===== src/rtl/riscv_checkpoint_monitor.sv =====
// Compares the core observation port against a table of expected values at programmed
// retired-instruction counts and reports pass/fail, first-failure details and run length.
module riscv_checkpoint_monitor #(
  parameter int          DWIDTH  = 32,
  parameter int          NUM_CHK = 40,
  parameter int unsigned TIMEOUT = 32'd1000000,
  localparam int         IWIDTH  = $clog2(NUM_CHK)
) (
  input  logic              CLK,
  input  logic              RST,
  input  logic              CFG_WE,
  input  logic [IWIDTH-1:0] CFG_IDX,
  input  logic [DWIDTH-1:0] CFG_NUM_INST,
  input  logic [DWIDTH-1:0] CFG_ANS,
  input  logic [DWIDTH-1:0] CFG_MASK,
  input  logic [IWIDTH:0]   CFG_COUNT,
  input  logic              STOP_ON_FAIL,
  input  logic              START,
  input  logic [DWIDTH-1:0] NUM_INST,
  input  logic [DWIDTH-1:0] OUTPUT_PORT,
  input  logic              HALT,
  output logic              BUSY,
  output logic              DONE,
  output logic              PASS,
  output logic              TIMED_OUT,
  output logic [IWIDTH:0]   PASS_CNT,
  output logic [IWIDTH:0]   FAIL_CNT,
  output logic [IWIDTH-1:0] FAIL_IDX,
  output logic [DWIDTH-1:0] FAIL_VALUE,
  output logic [DWIDTH-1:0] CYCLE_CNT
);

  localparam int CW = IWIDTH + 1;
  localparam logic [DWIDTH-1:0] TMO = DWIDTH'(TIMEOUT);

  typedef enum logic [1:0] {IDLE, RUN, FIN} state_t;

  state_t            state, state_n;
  logic [CW-1:0]     ptr, ptr_n, count_q, count_n;
  logic [CW-1:0]     pass_q, pass_n, fail_q, fail_n;
  logic [IWIDTH-1:0] fidx_q, fidx_n;
  logic [DWIDTH-1:0] fval_q, fval_n, cyc_q, cyc_n;
  logic              tmo_q, tmo_n, sof_q, sof_n;
  logic              wr_en, missed;
  logic [IWIDTH-1:0] ptr_idx;

  // Table is not reset; it must be reloaded after RST.
  logic [DWIDTH-1:0] tbl_num  [NUM_CHK];
  logic [DWIDTH-1:0] tbl_ans  [NUM_CHK];
  logic [DWIDTH-1:0] tbl_mask [NUM_CHK];

  assign ptr_idx = ptr[IWIDTH-1:0];

  always_ff @(posedge CLK) begin
    if (wr_en) begin
      tbl_num[CFG_IDX]  <= CFG_NUM_INST;
      tbl_ans[CFG_IDX]  <= CFG_ANS;
      tbl_mask[CFG_IDX] <= CFG_MASK;
    end
  end

  always_ff @(posedge CLK or posedge RST) begin
    if (RST) begin
      state   <= IDLE;
      ptr     <= '0;
      count_q <= '0;
      pass_q  <= '0;
      fail_q  <= '0;
      fidx_q  <= '0;
      fval_q  <= '0;
      cyc_q   <= '0;
      tmo_q   <= 1'b0;
      sof_q   <= 1'b0;
    end else begin
      state   <= state_n;
      ptr     <= ptr_n;
      count_q <= count_n;
      pass_q  <= pass_n;
      fail_q  <= fail_n;
      fidx_q  <= fidx_n;
      fval_q  <= fval_n;
      cyc_q   <= cyc_n;
      tmo_q   <= tmo_n;
      sof_q   <= sof_n;
    end
  end

  always_comb begin
    state_n = state;
    ptr_n   = ptr;
    count_n = count_q;
    pass_n  = pass_q;
    fail_n  = fail_q;
    fidx_n  = fidx_q;
    fval_n  = fval_q;
    cyc_n   = cyc_q;
    tmo_n   = tmo_q;
    sof_n   = sof_q;
    wr_en   = 1'b0;
    missed  = 1'b0;
    case (state)
      IDLE, FIN: begin
        wr_en = CFG_WE && (int'(CFG_IDX) < NUM_CHK);
        if (START) begin
          state_n = RUN;
          ptr_n   = '0;
          pass_n  = '0;
          fail_n  = '0;
          fidx_n  = '0;
          fval_n  = '0;
          cyc_n   = '0;
          tmo_n   = 1'b0;
          sof_n   = STOP_ON_FAIL;
          count_n = (int'(CFG_COUNT) > NUM_CHK) ? CW'(NUM_CHK) : CFG_COUNT;
        end
      end
      RUN: begin
        if (cyc_q != '1) cyc_n = cyc_q + 1'b1;
        // A count beyond the entry's checkpoint means the core skipped it.
        if (ptr < count_q) begin
          if (NUM_INST == tbl_num[ptr_idx]) begin
            ptr_n = ptr + 1'b1;
            if (((OUTPUT_PORT ^ tbl_ans[ptr_idx]) & tbl_mask[ptr_idx]) == '0)
              pass_n = pass_q + 1'b1;
            else
              missed = 1'b1;
          end else if (NUM_INST > tbl_num[ptr_idx]) begin
            ptr_n  = ptr + 1'b1;
            missed = 1'b1;
          end
        end
        if (missed) begin
          fail_n = fail_q + 1'b1;
          if (fail_q == '0) begin
            fidx_n = ptr_idx;
            fval_n = OUTPUT_PORT;
          end
        end
        if ((missed && sof_q) || (ptr_n == count_q && fail_n == '0)) begin
          state_n = FIN;
        end else if (HALT) begin
          state_n = FIN;
          if (ptr_n < count_q) begin
            if (fail_n == '0) begin
              fidx_n = ptr_n[IWIDTH-1:0];
              fval_n = OUTPUT_PORT;
            end
            fail_n = fail_n + (count_q - ptr_n);
          end
        end else if (cyc_n >= TMO) begin
          state_n = FIN;
          tmo_n   = 1'b1;
        end
      end
      default: state_n = IDLE;
    endcase
  end

  assign BUSY       = (state == RUN);
  assign DONE       = (state == FIN);
  assign PASS       = (state == FIN) && (fail_q == '0) && !tmo_q;
  assign TIMED_OUT  = tmo_q;
  assign PASS_CNT   = pass_q;
  assign FAIL_CNT   = fail_q;
  assign FAIL_IDX   = fidx_q;
  assign FAIL_VALUE = fval_q;
  assign CYCLE_CNT  = cyc_q;

endmodule


===== config.mk =====
export PLATFORM = sky130hd
export DESIGN_NAME = riscv_checkpoint_monitor
export DESIGN_NICKNAME = d
export VERILOG_FILES = /design/src/rtl/riscv_checkpoint_monitor.sv
export SDC_FILE = /design/constraint.sdc
export NUM_CORES = 2
export LEC_CHECK = 0
export CORE_MARGIN = 8
export CORE_UTILIZATION = 53
export DETAILED_ROUTE_END_ITERATION = 12
export GPL_TIMING_DRIVEN = 0
export HOLD_SLACK_MARGIN = 0.08
export PLACE_DENSITY = 0.69
export SETUP_SLACK_MARGIN = 0.05
export SLEW_MARGIN = 40
export SYNTH_ARGS = -nofsm -noshare
export SYNTH_HDL_FRONTEND = slang
export SYNTH_SLANG_ARGS = --single-unit

===== constraint.sdc =====
create_clock -name CLK -period 11.2 [get_ports CLK]
set_clock_uncertainty 0.05 [all_clocks]
set_input_delay 2.8 -clock CLK [delete_from_list [all_inputs] [get_ports CLK]]
set_output_delay 2.8 -clock CLK [all_outputs]
set_load 0.005 [all_outputs]

# Word-level counts from Yosys, hierarchy flattened
# Memory sizes are Yosys's and may differ from the RTL's.
# Index checks and enable logic that the tools add are counted.
# W data, S select, Z words.
[totals]
elab_cells = 112
ram_bits = 3840
latchBits = 0
n_memories = 3
ff_bits = 102
out_inout_bits = 88
in_bits = 179
romBits = 0
[classes]
order_cmp = 6
n_eq_ne = 13
add_sub_neg = 6
n_shift = 0
n_mul = 0
n_bitwise = 2
div_mod_pow = 0
n_mux = 54
n_reduce_logical = 18
[mem_list]
columns = ["memory", "depth", "width", "read_ports", "rd_ports_with_merged_regs", "wr", "line_no", "source"]
rows = [
  ["tbl_ans", 40, 32, 1, 0, 1, "49", "logic [DWIDTH-1:0] tbl_ans [NUM_CHK];"],
  ["tbl_mask", 40, 32, 1, 0, 1, "50", "logic [DWIDTH-1:0] tbl_mask [NUM_CHK];"],
  ["tbl_num", 40, 32, 1, 0, 1, "48", "logic [DWIDTH-1:0] tbl_num [NUM_CHK];"],
]
[ops]
columns = ["operator", "count"]
rows = [
  ["$mux W32", 9],
  ["$pmux W32 S2", 2],
  ["$mux W7", 14],
  ["$mux W6", 7],
  ["$pmux W7 S2", 3],
  ["$add A32 B1 Y32 const B", 1],
  ["$and A32 B32 Y32", 1],
  ["$eq A32 B32 Y1", 1],
  ["$ge A32 B20 Y1 const B", 1],
  ["$gt A32 B32 Y1", 1],
  ["$logic_not A32 Y1", 1],
  ["$ne A32 B32 Y1 const B", 1],
  ["$xor A32 B32 Y32", 1],
  ["$add A7 B1 Y7 const B", 3],
  ["$logic_not A7 Y1", 2],
  ["$lt A7 B7 Y1", 2],
  ["$mux W1", 12],
  ["$pmux W6 S2", 1],
  ["$reduce_and A5 Y1", 2],
  ["$mux W2", 4],
  ["$ne A2 B1 Y1 const B", 4],
  ["$add A7 B7 Y7", 1],
  ["$eq A7 B7 Y1", 1],
  ["$gt A7 B6 Y1 const B", 1],
  ["15 further kinds", 23],
]

# Logic depth before layout (Yosys ltp)
# An unclocked memory read counts as a cell.
[logic_depth]
depth_word = 16
depth_mapped = 43
ltp_nobuf = 30

# Worst setup path after synthesis
# No wires, ideal clock.
[synth_timing]
path_kind = "register to register"
startpoint = "register ptr[0]"
endpoint = "register fail_q[6], in the netlist FAIL_CNT[6]"
path_slack_ns = 2.694
setup_ns = 0.119
path_stages_with_launch = 41
period_less_slack_ns = 8.506
t_required_ns = 11.031
arrival_ns = 8.337
path_buffers = 12
cell_sequence = "dfrtp_1 -> buf_6 -> buf_12 -> buf_12 -> buf_12 -> buf_8 -> buf_6 -> buf_6 -> buf_4 -> buf_2 -> clkbuf_1 -> clkbuf_1 -> mux4_2 -> mux4_2 -> nand2_1 -> nand2_1 -> o21ai_0 -> ha_1 -> (+5 left out) -> o21ai_0 -> a22o_1 -> o31a_1 -> o31ai_4 -> buf_2 -> mux2_2 -> fa_1 -> fa_1 -> a21oi_1 -> nor2_1 -> nor2_1 -> o21bai_1 -> a21oi_1 -> xnor2_1 -> inv_1 -> and4_1 -> o21ai_0 -> a21bo_2"
[synth_via]
elab_chain_cells = 15
elab_cells_between_ends = 33
classes_between = "add/sub: 3; order compare: 3; eq/ne: 2; mux: 15; bitwise: 2; reduce/logical: 5; memory: 3"
[synth_lines]
columns = ["element", "line_no", "source"]
rows = [
  ["start: declaration", "39", "logic [CW-1:0] ptr, ptr_n, count_q, count_n;"],
  ["start signal: assignment", "76", "ptr <= ptr_n;"],
  ["parallel branches: the longest is 13 deep, another holds $mem_v2 Z40 W32", "--", ""],
  ["$mux W7 (*)", "139", "if ((missed && sof_q) || (ptr_n == count_q && fail_n == '0)) begin"],
  ["$pmux W7 S2 (*)", "101", "case (state)"],
  ["end signal: assignment", "79", "fail_q <= fail_n;"],
  ["end: declaration", "40", "logic [CW-1:0] pass_q, pass_n, fail_q, fail_n;"],
]
# Every way passes the cells marked *. The select of a mux whose other input is x is not followed.
# A chain may end at the register's enable or synchronous reset.

# Worst setup path after layout
[layout_timing]
startpoint = "register ptr[5]"
endpoint = "register fail_q[6], in the netlist FAIL_CNT[6]"
# The elaborated chain is that of the path after synthesis.

==> run summary <==
The flow ran to the end, but the final reports show violations. The checks that failed: negative setup slack. The final number of hold-violating endpoints is 0. The die covers 309000 µm².

The count of different cell masters after synthesis is 93. The clock latency reported for the late side of the worst-skew pair is 0.95 ns. Among all flip-flop cells after synthesis, the most frequent one is sky130_fd_sc_hd__edfxtp_1. The critical-path maximum fanout is 10. The first global-routing pass estimated 722 mm of wire. For this run, the number of Yosys warnings is 0. The portion of the post-synthesis area used by sequential elements came out at 76.4%. The max-slew violation total from the final report came to 0. The deepest level of the CTS H-tree is 5.

The initial core utilization is 53.1%. Yosys mapped a number of flops with a built-in enable equal to 3840. The initial antenna violation count came out at 56.

The total wirelength of the detailed-routed design is 543 mm. The synthesized instance count came out at 7173. STA puts the critical path data arrival time at 12.01 ns. The library cell used most frequently in the layout, excluding fill and tap cells, is sky130_fd_sc_hd__edfxtp_1. The detailed router's first-iteration violation count is 18500. The total I/O pin count came out at 267. The tightest min-delay check is of the flip-flop to flip-flop type. The smallest clock period supported by the final layout is computed as 11.27 ns. The number of optimization iterations in the first detailed-route pass came out at 8. Leaving out fill and tap cells, the most frequent cells in the layout are sky130_fd_sc_hd__edfxtp_1 (3840), sky130_fd_sc_hd__mux4_2 (881), sky130_fd_sc_hd__mux2i_1 (395), sky130_fd_sc_hd__clkbuf_16 (395), sky130_fd_sc_hd__nand2_1 (310). The number of nets in the finished design is 8547.

On the critical path, the stage with the largest delay is an instance of sky130_fd_sc_hd__dfrtp_2. The kind of launch point of the worst setup path is a flip-flop. After synthesis the netlist holds a flip-flop and latch count of 3942. The final worst setup slack came out at -0.0734 ns. The delay of the slowest cell on the worst path is 0.67 ns. Counting flops with an async set or reset pin after synthesis yields a share of 2.59%.

Global routing used 34.4% of the available tracks across all layers. The remaining antenna violation count came out at 0. The worst pin sits at a relative slew slack of 28.1%. The worst register-to-register path begins at ptr[5]$_DFFE_PP0P_.

The chip width is 556 µm. Entering global routing, the biggest net connects 66 pins. The total via count after detailed routing came out at 89600.

The power per unit of standard cell area came out at 200 nW/µm². The area growth from synthesis to final layout is 20.1%. Global routing finished with a remaining overflow of 0. The upper clock frequency limit is 0.0887 GHz. The category of the worst setup path capture point is a flip-flop. The die boundary height came out at 556 µm. The congestion estimate from routability-driven global placement came to 0.918.

In this run the static leakage power is 59.9 nW. The via count of the first global-routing pass came out at 84900. Buffers placed on the I/O ports in this run total 266. The setup path with the least slack is of type flip-flop to flip-flop. The share of the cycle needed by the critical path after routing is 101%. The actual transition at the worst max-transition pin is 1.07 ns. The final design utilization came out at 63.8%. The cts-stage hold buffer count is 0. The reported max-cap violation count came out at 0. By instance count, the cell type seen most on the critical path is sky130_fd_sc_hd__clkbuf_2. The TritonCTS sink count came out at 3942. TritonCTS built the clock tree. The post-synthesis cell area is 154000 µm². The per-cell routed wire length is 43.2 µm.

The start point of the critical path is ptr[5]$_DFFE_PP0P_. After clock tree synthesis, the clock-pin slew on the worst setup and hold paths is 0.07 ns. The average cell area after synthesis came out at 21.5 µm². In this run the most critical hold path is launched from FAIL_VALUE[28]$_DFFE_PP0P_. The detail-routed via count per cell came out at 7.14. The deepest clock path buffer count is 4. The root cell of the clock tree is sky130_fd_sc_hd__clkbuf_16. The post-route netlist has 28.9% of its cells at a drive strength greater than 1. Detailed placement ended at an HPWL of 377 mm. Buffers inserted during clock tree synthesis total 386. Across the VDD grid, the largest voltage drop is 0.000137 V. The required time of the critical path came out at 11.94 ns. The synthesized netlist net count is 7415. Setup violations remaining at the end of the flow were counted as 1. The post-route DRC violation count came out at 0. In this run the standard cell core region covers 290000 µm². The design draws 37.0 mW.

Setup repair after global routing left no endpoint under its margin. After floorplanning, the core was divided into 198 placement rows.
## layer usage
layer,wire length [µm],global-route usage (%)
met4,39100,19.5
met2,230000,49.2
met1,184000,46.0
met3,89000,12.7
met5,349,0
## synthesized netlist by cell type (44+ instances only)
library cell / instances / area share (%)
sky130_fd_sc_hd__edfxtp_1: 3840 / 75
sky130_fd_sc_hd__mux4_2: 881 / 13
sky130_fd_sc_hd__mux2i_1: 396 / 2.6
sky130_fd_sc_hd__nand2_1: 314 / 0.76
sky130_fd_sc_hd__clkbuf_1: 157 / 0.38
sky130_fd_sc_hd__o21ai_0: 132 / 0.43
sky130_fd_sc_hd__nor2_1: 122 / 0.30
sky130_fd_sc_hd__dfrtp_1: 102 / 1.7
sky130_fd_sc_hd__o22ai_1: 82 / 0.33
sky130_fd_sc_hd__a21oi_1: 80 / 0.26
sky130_fd_sc_hd__a22oi_1: 80 / 0.39
sky130_fd_sc_hd__buf_2: 73 / 0.24
sky130_fd_sc_hd__a22o_1: 63 / 0.36
sky130_fd_sc_hd__ha_1: 57 / 0.46
sky130_fd_sc_hd__nand3_1: 50 / 0.16
sky130_fd_sc_hd__buf_1: 49 / 0.12
sky130_fd_sc_hd__buf_6: 44 / 0.32
## cells by family after synthesis
| logic type | count (synthesis) | synth area share, % |
|---|---|---|
| adders and majority gates | 63 | 0.540 |
| buffers and inverters | 424 | 1.67 |
| AOI/OAI and AO/OA | 655 | 2.95 |
| and+or+nand+nor | 696 | 2.10 |
| muxes | 1334 | 16.0 |
| DFF | 3942 | 76.4 |
| xor gates and xnor gates | 59 | 0.335 |
## through the flow
stage                     hold slack (ns)  setup TNS, ns  setup slack (ns)  instance area [µm²]  std cells
after floorplan                     0.428              0              2.69               154000       7173
after global placement              0.431              -             -5.78               162000      11300
after detailed placement            0.434        -139.12             -3.89               172000      11800
after CTS                           0.454              0            0.0623               185000      12500
after global routing                0.461              0            0.0185               185000      12500
final                               0.449        -0.0734           -0.0734               185000      12600
## report_power, final
| part | switching, mW | internal, mW | leakage, nW |
|---|---|---|---|
| sequential | 0.103 | 16.3 | 35.9 |
| combinational | 4.57 | 3.10 | 18.0 |
| clock | 5.58 | 7.36 | 5.99 |
## critical path, delay by kind of cell (launching register included)
| family | cells | cell delay, ns |
|---|---|---|
| buffers and inverters | 8 | 3.82 |
| AO/OA/AOI/OAI | 11 | 2.54 |
| AND/OR/NAND/NOR | 7 | 2.08 |
| adder cells (fa/ha/maj) | 3 | 1.31 |
| flip-flops | 1 | 0.67 |
| multiplexers | 1 | 0.39 |
| XOR/XNOR | 1 | 0.14 |
## area by class of cell
cell class,count,area (µm²)
multi-input cells,2807,34400
repair buffers,751,12700
flip-flops and latches,3942,118000
clock buffers,462,10100
inverters,43,169
clock inverters,231,2160
well taps,3900,4880
diodes,42,105
plain buffers,374,2840
fillers,18900,105000
## repair_timing
| item | 4_1_cts | 5_1_grt |
|---|---|---|
| endpoints found under the setup margin | 60 | 38 |
| gates resized for setup | 119 | 49 |
| pin swaps | 4 | 3 |
| cloned | 0 | 0 |
| buffers inserted | 3 | 3 |
## registers in the layout, indices dropped and copies added (netlist names)
| name | count |
|---|---|
| PASS_CNT | 7 |
| count_q | 7 |
| TIMED_OUT | 1 |
| FAIL_CNT | 7 |
| FAIL_VALUE | 32 |
| sof_q | 1 |
| tbl_num | 1280 |
| CYCLE_CNT | 32 |
| FAIL_IDX | 6 |
| tbl_mask | 1280 |
| ptr | 7 |
| tbl_ans | 1280 |
| state | 2 |
## path summary, 6_finish.rpt
check / end / slack [ns] / cells after the start
max: FAIL_CNT[6]$_DFFE_PP0P_ / -0.07 / 31
min: FAIL_VALUE[28]$_DFFE_PP0P_ / 0.45 / 1
max reg2reg: FAIL_CNT[6]$_DFFE_PP0P_ / -0.07 / 31
min reg2reg: FAIL_VALUE[28]$_DFFE_PP0P_ / 0.45 / 1
max in group asynchronous: CYCLE_CNT[13]$_DFFE_PP0P_ / 8.19 / 3
min in group asynchronous: count_q[2]$_DFFE_PP0P_ / 2.20 / 2
Note: power is estimated with default switching activity, not from simulation.
